**src/rtl/phy_pkg.sv**
```systemverilog
// Shared types and default sizing for the PHY burst scheduler.
package phy_pkg;

    typedef enum logic [2:0] {
        S_IDLE  = 3'd0,
        S_LOAD  = 3'd1,
        S_DRAIN = 3'd2,
        S_GAP   = 3'd3,
        S_DONE  = 3'd4
    } state_t;

    localparam int BLOCK_BITS_DEF    = 192;
    localparam int SYM_PER_BLOCK_DEF = 96;
    localparam int GAP_CYC_DEF       = 4;
    localparam int TIMEOUT_CYC_DEF   = 255;

endpackage

```
**src/rtl/phy_burst_sched_if.sv**
```systemverilog
// Bit stream from the interleaver, bit stream to the modulator, and the symbol strobe back.
interface phy_burst_sched_if;

    logic up_valid;
    logic up_data;
    logic up_ready;
    logic mod_valid_in;
    logic mod_data_in;
    logic mod_ready_in;
    logic sym_valid;

    modport master (
        output up_valid, up_data, mod_ready_in, sym_valid,
        input  up_ready, mod_valid_in, mod_data_in
    );

    modport slave (
        input  up_valid, up_data, mod_ready_in, sym_valid,
        output up_ready, mod_valid_in, mod_data_in
    );

endinterface

```
**src/rtl/burst_counter.sv**
```systemverilog
// Up-counter with synchronous clear (priority over increment) and a terminal-count flag.
module burst_counter #(
    parameter int W    = 8,
    parameter int TERM = 1
) (
    input  logic         clk,
    input  logic         rst,
    input  logic         clr,
    input  logic         inc,
    output logic [W-1:0] cnt,
    output logic         tc
);

    always_ff @(posedge clk) begin
        if (rst)      cnt <= '0;
        else if (clr) cnt <= '0;
        else if (inc) cnt <= cnt + 1'b1;
    end

    assign tc = (cnt == W'(TERM));

endmodule

```
**src/rtl/phy_burst_sched.sv**
```systemverilog
// Burst scheduler: gates interleaver bits into the modulator block by block, waits for
// each block's symbols to drain, inserts guard gaps and reports block/burst completion.
module phy_burst_sched
    import phy_pkg::*;
#(
    parameter int BLOCK_BITS    = BLOCK_BITS_DEF,
    parameter int SYM_PER_BLOCK = SYM_PER_BLOCK_DEF,
    parameter int GAP_CYC       = GAP_CYC_DEF,
    parameter int TIMEOUT_CYC   = TIMEOUT_CYC_DEF
) (
    input  logic               clk,
    input  logic               rst,
    input  logic               start,
    input  logic               abort,
    input  logic [7:0]         num_blocks,
    phy_burst_sched_if.slave   bus,
    output logic               busy,
    output logic               block_done,
    output logic               burst_done,
    output logic [7:0]         blk_cnt,
    output logic               err
);

    localparam int GW = $clog2(GAP_CYC + 1);
    localparam int TW = $clog2(TIMEOUT_CYC + 1);

    state_t          state;
    logic [7:0]      nb_q;
    logic [7:0]      bit_cnt;
    logic [6:0]      sym_cnt;
    logic [GW-1:0]   gap_cnt;
    logic [TW-1:0]   to_cnt;
    logic            bit_tc, sym_tc, gap_tc, to_tc;

    logic in_load, in_drain, xfer, start_acc, blk_fin, to_fire, sym_err;

    assign in_load   = (state == S_LOAD);
    assign in_drain  = (state == S_DRAIN);
    assign start_acc = start && (state == S_IDLE);

    // Abort and reset pull ready low in the same cycle so no bit slips through.
    assign bus.up_ready     = in_load && bus.mod_ready_in && !abort && !rst;
    assign xfer             = bus.up_valid && bus.up_ready;
    assign bus.mod_valid_in = xfer;
    assign bus.mod_data_in  = bus.up_data;

    assign blk_fin = in_drain && sym_tc && !abort;
    assign to_fire = in_drain && !bus.sym_valid && to_tc && !sym_tc && !abort;
    assign sym_err = bus.sym_valid &&
                     ((state == S_IDLE) || (state == S_GAP) || (state == S_DONE));

    burst_counter #(.W(8), .TERM(BLOCK_BITS - 1)) u_bits (
        .clk (clk), .rst (rst),
        .clr (!in_load || (xfer && bit_tc)),
        .inc (xfer),
        .cnt (bit_cnt), .tc (bit_tc)
    );

    // Symbols saturate at the block size; extra strobes are dropped.
    burst_counter #(.W(7), .TERM(SYM_PER_BLOCK)) u_syms (
        .clk (clk), .rst (rst),
        .clr (!(in_load || in_drain) || blk_fin || abort),
        .inc (bus.sym_valid && (in_load || in_drain) && !sym_tc),
        .cnt (sym_cnt), .tc (sym_tc)
    );

    burst_counter #(.W(GW), .TERM(GAP_CYC - 1)) u_gap (
        .clk (clk), .rst (rst),
        .clr ((state != S_GAP) || gap_tc),
        .inc (state == S_GAP),
        .cnt (gap_cnt), .tc (gap_tc)
    );

    // Counts consecutive symbol-free DRAIN cycles.
    burst_counter #(.W(TW), .TERM(TIMEOUT_CYC - 1)) u_to (
        .clk (clk), .rst (rst),
        .clr (!in_drain || bus.sym_valid),
        .inc (in_drain && !bus.sym_valid),
        .cnt (to_cnt), .tc (to_tc)
    );

    logic unused_cnts;
    assign unused_cnts = ^{bit_cnt, sym_cnt, gap_cnt, to_cnt};

    always_ff @(posedge clk) begin
        if (rst) begin
            state      <= S_IDLE;
            nb_q       <= '0;
            blk_cnt    <= '0;
            busy       <= 1'b0;
            block_done <= 1'b0;
            burst_done <= 1'b0;
            err        <= 1'b0;
        end else begin
            block_done <= 1'b0;
            burst_done <= 1'b0;
            err        <= (err && !start_acc) || sym_err || to_fire;
            case (state)
                S_IDLE: begin
                    if (start) begin
                        if (num_blocks == 8'd0) begin
                            state      <= S_DONE;
                            burst_done <= 1'b1;
                        end else begin
                            nb_q    <= num_blocks;
                            blk_cnt <= '0;
                            busy    <= 1'b1;
                            state   <= S_LOAD;
                        end
                    end
                end
                S_LOAD: begin
                    if (abort) begin
                        state <= S_IDLE;
                        busy  <= 1'b0;
                    end else if (xfer && bit_tc) begin
                        state <= S_DRAIN;
                    end
                end
                S_DRAIN: begin
                    if (abort) begin
                        state <= S_IDLE;
                        busy  <= 1'b0;
                    end else if (sym_tc) begin
                        block_done <= 1'b1;
                        blk_cnt    <= blk_cnt + 8'd1;
                        if (blk_cnt + 8'd1 == nb_q) begin
                            state      <= S_DONE;
                            burst_done <= 1'b1;
                            busy       <= 1'b0;
                        end else begin
                            state <= S_GAP;
                        end
                    end else if (to_fire) begin
                        state <= S_IDLE;
                        busy  <= 1'b0;
                    end
                end
                S_GAP: begin
                    if (abort) begin
                        state <= S_IDLE;
                        busy  <= 1'b0;
                    end else if (gap_tc) begin
                        state <= S_LOAD;
                    end
                end
                S_DONE:  state <= S_IDLE;
                default: begin
                    state <= S_IDLE;
                    busy  <= 1'b0;
                end
            endcase
        end
    end

endmodule
```
**src/flat_wrapper.sv**
```systemverilog
// flat-port wrapper written by rule: the top's interface ports become plain ports
module phy_burst_sched_flat import phy_pkg::*;
#(
    parameter int BLOCK_BITS    = BLOCK_BITS_DEF,
    parameter int SYM_PER_BLOCK = SYM_PER_BLOCK_DEF,
    parameter int GAP_CYC       = GAP_CYC_DEF,
    parameter int TIMEOUT_CYC   = TIMEOUT_CYC_DEF
)
  (clk, rst, start, abort, num_blocks, busy, block_done, burst_done, blk_cnt, err, bus_up_valid, bus_up_data, bus_mod_ready_in, bus_sym_valid, bus_up_ready, bus_mod_valid_in, bus_mod_data_in);
  phy_burst_sched_if bus_i ();
  input  logic clk;
  input  logic rst;
  input  logic start;
  input  logic abort;
  input  logic [7:0] num_blocks;
  output logic busy;
  output logic block_done;
  output logic burst_done;
  output logic [7:0] blk_cnt;
  output logic err;
  input wire logic [$bits(bus_i.up_valid)-1:0] bus_up_valid;
  input wire logic [$bits(bus_i.up_data)-1:0] bus_up_data;
  input wire logic [$bits(bus_i.mod_ready_in)-1:0] bus_mod_ready_in;
  input wire logic [$bits(bus_i.sym_valid)-1:0] bus_sym_valid;
  output wire logic [$bits(bus_i.up_ready)-1:0] bus_up_ready;
  output wire logic [$bits(bus_i.mod_valid_in)-1:0] bus_mod_valid_in;
  output wire logic [$bits(bus_i.mod_data_in)-1:0] bus_mod_data_in;
  assign bus_i.up_valid = bus_up_valid;
  assign bus_i.up_data = bus_up_data;
  assign bus_i.mod_ready_in = bus_mod_ready_in;
  assign bus_i.sym_valid = bus_sym_valid;
  assign bus_up_ready = bus_i.up_ready;
  assign bus_mod_valid_in = bus_i.mod_valid_in;
  assign bus_mod_data_in = bus_i.mod_data_in;
  phy_burst_sched #(.BLOCK_BITS(BLOCK_BITS), .SYM_PER_BLOCK(SYM_PER_BLOCK), .GAP_CYC(GAP_CYC), .TIMEOUT_CYC(TIMEOUT_CYC)) u_core (.clk(clk), .rst(rst), .start(start), .abort(abort), .num_blocks(num_blocks), .bus(bus_i), .busy(busy), .block_done(block_done), .burst_done(burst_done), .blk_cnt(blk_cnt), .err(err));
endmodule
```
**config.mk**
```make
export PLATFORM = sky130hd
export DESIGN_NAME = phy_burst_sched_flat
export DESIGN_NICKNAME = d
export VERILOG_FILES = /design/src/rtl/phy_pkg.sv /design/src/rtl/phy_burst_sched_if.sv /design/src/rtl/burst_counter.sv /design/src/rtl/phy_burst_sched.sv /design/src/flat_wrapper.sv
export SDC_FILE = /design/constraint.sdc
export NUM_CORES = 1
export LEC_CHECK = 0
export CORE_MARGIN = 2
export CORE_UTILIZATION = 40
export DETAILED_ROUTE_END_ITERATION = 7
export GPL_ROUTABILITY_DRIVEN = 0
export PLACE_DENSITY = 0.65
export SLEW_MARGIN = 10
export SYNTH_ARGS = -nofsm -noshare
export SYNTH_HDL_FRONTEND = slang
export SYNTH_SLANG_ARGS = --single-unit
```
**constraint.sdc**
```tcl
create_clock -name clk -period 1.97 [get_ports clk]
set_input_delay 0.394 -clock clk [delete_from_list [all_inputs] [get_ports clk]]
set_output_delay 0.394 -clock clk [all_outputs]
set_load 0.02 [all_outputs]
```
==> results.rst, run 1 <==
.. list-table::
   :header-rows: 1

   * - Metric
     - Value
   * - Run status
     - completed
   * - Worst setup EP type
     - flip-flop
   * - Antenna violations before repair
     - 0
   * - Final standard cell count with taps included and fillers excluded
     - 435
   * - Placed cell count
     - 426
   * - Most common cell after layout, fill and taps aside
     - nor2_1
   * - Register area share after synthesis
     - 0.3958
   * - Count of TritonRoute iterations in the first routing pass
     - 4
   * - Total congestion overflow
     - 0
   * - Worst Path Required
     - 2.15 ns
   * - Combinational share of power
     - 0.139
   * - H-tree levels
     - 2
   * - Maximum buffer depth of the clock tree
     - 2
   * - DP HPWL
     - 4021 um
   * - Inserted Diodes
     - 0
   * - Layout cells sized above 1
     - 0.2083
   * - Num rows
     - 28
   * - Clock latency at the later pin of the worst-skew pair
     - 0.30 ns
   * - Internal Dissipation
     - 1.399 mW
   * - Power per unit of standard cell area
     - 557.6 nW/um^2
   * - Post-synth ARST share
     - 0
   * - Clock Root Buffer
     - clkbuf_8
   * - Area of the core region
     - 5956 um^2
   * - Total via count in the routed design
     - 2216
   * - Switching share of total power
     - 0.2442
   * - Ys flop type
     - dfxtp_1
   * - Data arrival, critical path
     - 2.11 ns
   * - RSZ-0062 raised after global routing
     - true
   * - Net count of the mapped netlist
     - 318
   * - Worst-path fanout max
     - 8
   * - Global-route wire length before repair
     - 9197 um
   * - Cells after synthesis
     - 294
   * - Commonest cells after routing, fill and taps aside
     - nor2_1, dfxtp_1, buf_4
   * - Maximum number of pins on one net before global-route repair
     - 28
   * - Util after Layout
     - 0.5571
   * - Number of warnings reported in the yosys synthesis log
     - 0
   * - Area Overhead vs Synth
     - 33.87%
   * - Full die area
     - 6843 um^2
   * - Synthesized area per cell
     - 8.431 um^2
   * - Count of pins on the block boundary
     - 31
   * - Number of hold buffers added after cts
     - 0
   * - Final antenna-violating net count
     - 0
   * - Power share of the sequential group
     - 0.555
   * - Die width
     - 82.72 um
   * - Netlist area before placement
     - 2479 um^2
   * - Clock group share of total power
     - 0.306
   * - CTS tree
     - yes
   * - Worst ir drop on vdd
     - 386.3 uV
   * - # Max-Cap Violations
     - 0
   * - Initial Utilization
     - 0.4162
   * - Buffers on Ports
     - 28
   * - Via density
     - 5.094
   * - Wirelength, routed
     - 5403 um
   * - Final period demand of the worst path
     - 1.931 ns
   * - Final number of hold-violating endpoints
     - 0
   * - Standby leakage power
     - 1.258 nW
   * - Switching power summed over all nets
     - 451.8 uW
   * - Critical path type
     - reg2reg
   * - Critical Path Start Type
     - flip-flop
   * - DRC violation total after the first TritonRoute iteration
     - 74
   * - Hold_ws
     - 0.4252 ns
   * - Average routed wire per standard cell
     - 12.42 um
   * - Post-synth EDFFs
     - 0
   * - Global router's overall resource usage
     - 0.1746
   * - Transition time at the pin with the least slew margin
     - 0.3516 ns
   * - Net count of the finished layout
     - 383
   * - Post-layout power
     - 1.850 mW
   * - TritonCTS buffer count
     - 5
   * - Slew Limit Fails
     - 0
   * - Die Y
     - 82.72 um
   * - Share of the clock period used by the worst path after layout
     - 0.9801
   * - # setup viols final
     - 0
   * - Worst min-delay path class
     - reg2reg
   * - Drt drc
     - 0
   * - Clock transition at the registers of the reported paths
     - 0.09 ns
   * - Normalized max-slew margin
     - 0.7652
   * - Count of clock tree sinks
     - 49
   * - Clock skew after layout
     - 0.01153 ns
   * - Flops & latches, synth
     - 49
   * - Setup TNS
     - 0 ns
   * - Synth unique cells
     - 47
   * - Achievable Freq
     - 0.5179 GHz
   * - Vias in the first global route
     - 2062
[worst max-delay path, stage by stage, from the launching register on]
cell and delay, ns:
dfxtp_2 0.35, or3b_4 0.40, or2_4 0.25, o31ai_4 0.18, nand3b_1 0.21, buf_12 0.16
mux2i_2 0.20, nor2_1 0.05
[per-stage QoR]
stage	area, um^2	worst slack [ns]
global route	3318	-0.03403
detailed placement	3131	-0.5024
global placement	3131	-0.4613
floorplan	2496	0.01716
CTS	3242	0.006658
finish	3318	0.03920
[cells in the mapped netlist, types with 2 or more instances]
cell | count | area (um^2)
a21oi_1 | 16 | 80.08
a31oi_1 | 2 | 12.51
nor4_1 | 5 | 31.28
mux2i_1 | 9 | 90.09
ha_1 | 8 | 100.1
o21ai_0 | 12 | 60.06
nand3_1 | 8 | 40.04
clkbuf_1 | 7 | 26.28
inv_1 | 9 | 33.78
nand4_1 | 8 | 50.05
o22ai_1 | 2 | 12.51
xor2_1 | 15 | 131.4
nand2_1 | 21 | 78.83
nor4b_2 | 2 | 30.03
and3_1 | 4 | 25.02
nor2_1 | 53 | 198.9
o32ai_1 | 2 | 17.52
dfxtp_1 | 49 | 980.9
nand3b_1 | 5 | 37.54
nand2b_1 | 5 | 31.28
nor3_1 | 7 | 35.03
buf_2 | 3 | 15.01
xnor2_1 | 13 | 113.9
or3_1 | 4 | 25.02
buf_4 | 2 | 15.01
or4_1 | 2 | 15.01
[registers in the layout, indices dropped and copies added, names as in the netlist, 3 cells and up]
name / flops
u_core.blk_cnt: 8
u_core.u_syms.cnt: 7
u_core.state: 3
u_core.nb_q: 8
u_core.u_to.cnt: 8
u_core.u_gap.cnt: 3
u_core.u_bits.cnt: 8
[routing by layer]
metal	track usage	up-vias	wire length [um]
met4	0.06230	0	72
met2	0.2750	32	2452
met3	0.03587	6	156
met1	0.2365	1019	2722
li1	-	1159	-
met5	0	-	0
[power groups by stage]
stage | sequential [mW] | combinational [mW] | clock [mW]
2_1_floorplan | 1.05 | 0.135 | 0
3_3_place_gp | 1.05 | 0.236 | 0
3_5_place_dp | 1.05 | 0.239 | 0
4_1_cts | 1.03 | 0.248 | 0.588
5_1_grt | 1.03 | 0.282 | 0.627
6_report | 1.03 | 0.257 | 0.567
[final cells by class]
class | instances | area [um^2]
multi-input cells | 223 | 1505
inverters | 9 | 33.78
flip-flops and latches | 49 | 992.2
well taps | 75 | 93.84
repair buffers | 71 | 613.1
clock buffers | 8 | 80.08
fillers | 559 | 2638
[logic make-up after synthesis]
family,after synthesis,synth area share
AO/OA/AOI/OAI,45,0.1161
buffers and inverters,22,0.04089
multiplexers,9,0.03635
XOR/XNOR,28,0.09894
flip-flops,49,0.3958
adder cells (fa/ha/maj),8,0.04039
AND/OR/NAND/NOR,133,0.2716
[timing repair]
action	CTS	global route
endpoints found under the setup margin	10	29
resized for setup	14	17
buffers inserted	0	1
pin swaps	3	2
[worst paths after layout]
path	start	to	slack, ns	cells after the start
worst min register to register	u_core.u_gap.cnt[0]$_SDFFE_PP0N_	u_core.u_gap.cnt[0]$_SDFFE_PP0N_	0.43	1
worst max register to register	u_core.state[2]$_SDFFE_PP0P_	u_core.nb_q[1]$_SDFFE_PP0P_	0.04	7
worst min-delay path	u_core.u_gap.cnt[0]$_SDFFE_PP0N_	u_core.u_gap.cnt[0]$_SDFFE_PP0N_	0.43	1
worst max-delay path	u_core.state[2]$_SDFFE_PP0P_	u_core.nb_q[1]$_SDFFE_PP0P_	0.04	7
Note: power is estimated with default switching activity, not from simulation.
==> run 2, diff against run 1 <==
- CORE_ASPECT_RATIO: unset -> 1.5
- CTS_CLUSTER_DIAMETER: unset -> 100
==> results.rst, run 2 (same netlist as run 1, synthesis figures left out) <==
.. list-table::
   :header-rows: 1

   * - Metric
     - Value
   * - Full die area
     - 6855 um^2
   * - Worst ir drop on vdd
     - 353.0 uV
   * - Total via count in the routed design
     - 2280
   * - DRC violation total after the first TritonRoute iteration
     - 113
   * - CTS tree
     - yes
   * - Via density
     - 5.124
   * - Clock latency at the later pin of the worst-skew pair
     - 0.30 ns
   * - Drt drc
     - 0
   * - Achievable Freq
     - 0.5066 GHz
   * - Final number of hold-violating endpoints
     - 0
   * - Worst min-delay path class
     - reg2reg
   * - Buffers on Ports
     - 28
   * - Data arrival, critical path
     - 2.17 ns
   * - Clock transition at the registers of the reported paths
     - 0.09 ns
   * - Layout cells sized above 1
     - 0.2399
   * - Endpoint, Worst Hold
     - u_core.u_gap.cnt[0]$_SDFFE_PP0N_
   * - Initial Utilization
     - 0.4072
   * - Final antenna-violating net count
     - 0
   * - Worst-path fanout max
     - 9
   * - Maximum buffer depth of the clock tree
     - 2
   * - Commonest cells after routing, fill and taps aside
     - buf_4, nor2_1, dfxtp_1
   * - Clock skew after layout
     - 0.009886 ns
   * - Power per unit of standard cell area
     - 587.2 nW/um^2
   * - H-tree levels
     - 2
   * - Global router's overall resource usage
     - 0.1766
   * - Average routed wire per standard cell
     - 12.52 um
   * - Normalized max-slew margin
     - 0.7592
   * - Hold_ws
     - 0.4248 ns
   * - Final setup margin
     - -0.004070 ns
   * - Critical Path Start Type
     - flip-flop
   * - Die width
     - 68.28 um
   * - Maximum number of pins on one net before global-route repair
     - 28
   * - Net count of the finished layout
     - 394
   * - Die Y
     - 100.4 um
   * - Total congestion overflow
     - 0
   * - Count of clock tree sinks
     - 49
   * - Hold path cells
     - 1
   * - FF-to-FF End
     - u_core.busy$_SDFFE_PP0P_
   * - Slew Limit Fails
     - 0
   * - # setup viols final
     - 1
   * - Count of TritonRoute iterations in the first routing pass
     - 4
   * - Clock Root Buffer
     - clkbuf_8
   * - Area of the core region
     - 6087 um^2
   * - Transition time at the pin with the least slew margin
     - 0.3579 ns
   * - Number of hold buffers added after cts
     - 0
   * - DP HPWL
     - 4122 um
   * - Num rows
     - 35
   * - Most common cell after layout, fill and taps aside
     - buf_4
   * - Final period demand of the worst path
     - 1.974 ns
   * - Antenna violations before repair
     - 0
   * - # Max-Cap Violations
     - 0
   * - Vias in the first global route
     - 2218
   * - Worst setup EP type
     - flip-flop
   * - Area Overhead vs Synth
     - 37.91%
   * - RSZ-0062 raised after global routing
     - true
   * - Global-route wire length before repair
     - 9535 um
   * - TritonCTS buffer count
     - 5
   * - Inserted Diodes
     - 0
   * - Standby leakage power
     - 1.319 nW
   * - Reg2Reg Setup Slack
     - -0.004 ns
   * - Violations in the final reports
     - negative setup slack
   * - Wirelength, routed
     - 5572 um
   * - Startpoint of the worst register-to-register path
     - u_core.state[2]$_SDFFE_PP0P_
   * - Share of the clock period used by the worst path after layout
     - 1.002
   * - Critical path type
     - reg2reg
   * - Launch point of the worst hold path
     - u_core.u_gap.cnt[0]$_SDFFE_PP0N_
   * - Count of pins on the block boundary
     - 31
   * - Worst Path Required
     - 2.16 ns
   * - Run status
     - finished with violations
   * - Worst R2R Path Depth
     - 7
   * - Post-layout power
     - 2.007 mW
[run 2: worst max path at each step]
stage	startpoint	endpoint	slack, ns	depth (start not counted)
2_1_floorplan	rst	u_core.u_bits.cnt[5]$_SDFFE_PP0P_	0.02	7
3_3_place_gp	rst	bus_mod_valid_in	-0.39	4
3_5_place_dp	rst	bus_mod_valid_in	-0.42	4
4_1_cts	u_core.state[2]$_SDFFE_PP0P_	u_core.busy$_SDFFE_PP0P_	-0.0006	7
5_1_grt	u_core.state[2]$_SDFFE_PP0P_	u_core.busy$_SDFFE_PP0P_	-0.07	7
6_report	u_core.state[2]$_SDFFE_PP0P_	u_core.busy$_SDFFE_PP0P_	-0.004	7
[run 2: critical path: stages, from the launching register on]
cell and delay (ns):
dfxtp_2 0.35, or3b_4 0.40, or2_4 0.25, o31ai_4 0.23, nand3b_1 0.20, buf_12 0.15
o22ai_1 0.08, a41o_1 0.21
[run 2: layout make-up]
cell class / count / area (um^2)
Inverter: 9 / 33.78
Tap cell: 74 / 92.59
Sequential cell: 49 / 989.7
Clock buffer: 6 / 72.57
Multi-Input combinational cell: 223 / 1504
Clock inverter: 2 / 35.03
Fill cell: 567 / 2669
Timing Repair Buffer: 82 / 690.7
[run 2: metrics by stage]
step / worst slack [ns] / util / cell area (um^2) / std cells / TNS, ns
floorplan: 0.01716 / - / 2496 / 294 / 0
global placement: -0.3906 / 0.5165 / 3144 / 427 / -5.913
detailed placement: -0.4240 / 0.5165 / 3144 / 427 / -6.412
CTS: -0.0005758 / 0.5515 / 3357 / 444 / -0.0005758
global route: -0.07164 / 0.5616 / 3418 / 445 / -0.3071
finish: -0.004070 / 0.5616 / 3418 / 445 / -0.004070
[run 2: per-layer routing]
| metal | vias to the layer above | wire [um] | track usage | part of all wire |
|---|---|---|---|---|
| met5 | - | 0 | 0 | 0 |
| met2 | 27 | 2949 | 0.3219 | 0.53 |
| met4 | 0 | 68 | 0.05538 | 0.012 |
| met3 | 6 | 126 | 0.02915 | 0.023 |
| met1 | 1071 | 2427 | 0.2027 | 0.44 |
| li1 | 1176 | - | - | - |
[run 2: timing repair]
| item | in CTS | in global routing |
|---|---|---|
| pin swaps | 6 | 1 |
| setup endpoints to repair | 7 | 25 |
| buffers inserted | 9 | 1 |
| resized for setup | 21 | 11 |
[run 2: power breakdown]
| part | total, mW | leakage (nW) | internal, mW | switching, mW |
|---|---|---|---|---|
| clock network | 0.709 | 0.0552 | 0.377 | 0.332 |
| registers | 1.03 | 0.400 | 1.01 | 0.0157 |
| logic | 0.273 | 0.864 | 0.148 | 0.125 |
| total | 2.01 | 1.32 | 1.53 | 0.472 |
==> run 3, diff against run 2 <==
- ABC_AREA: unset -> 0
==> results of run 3 <==
Same layout as run 2: the final DEF is identical, and so are final timing and power.
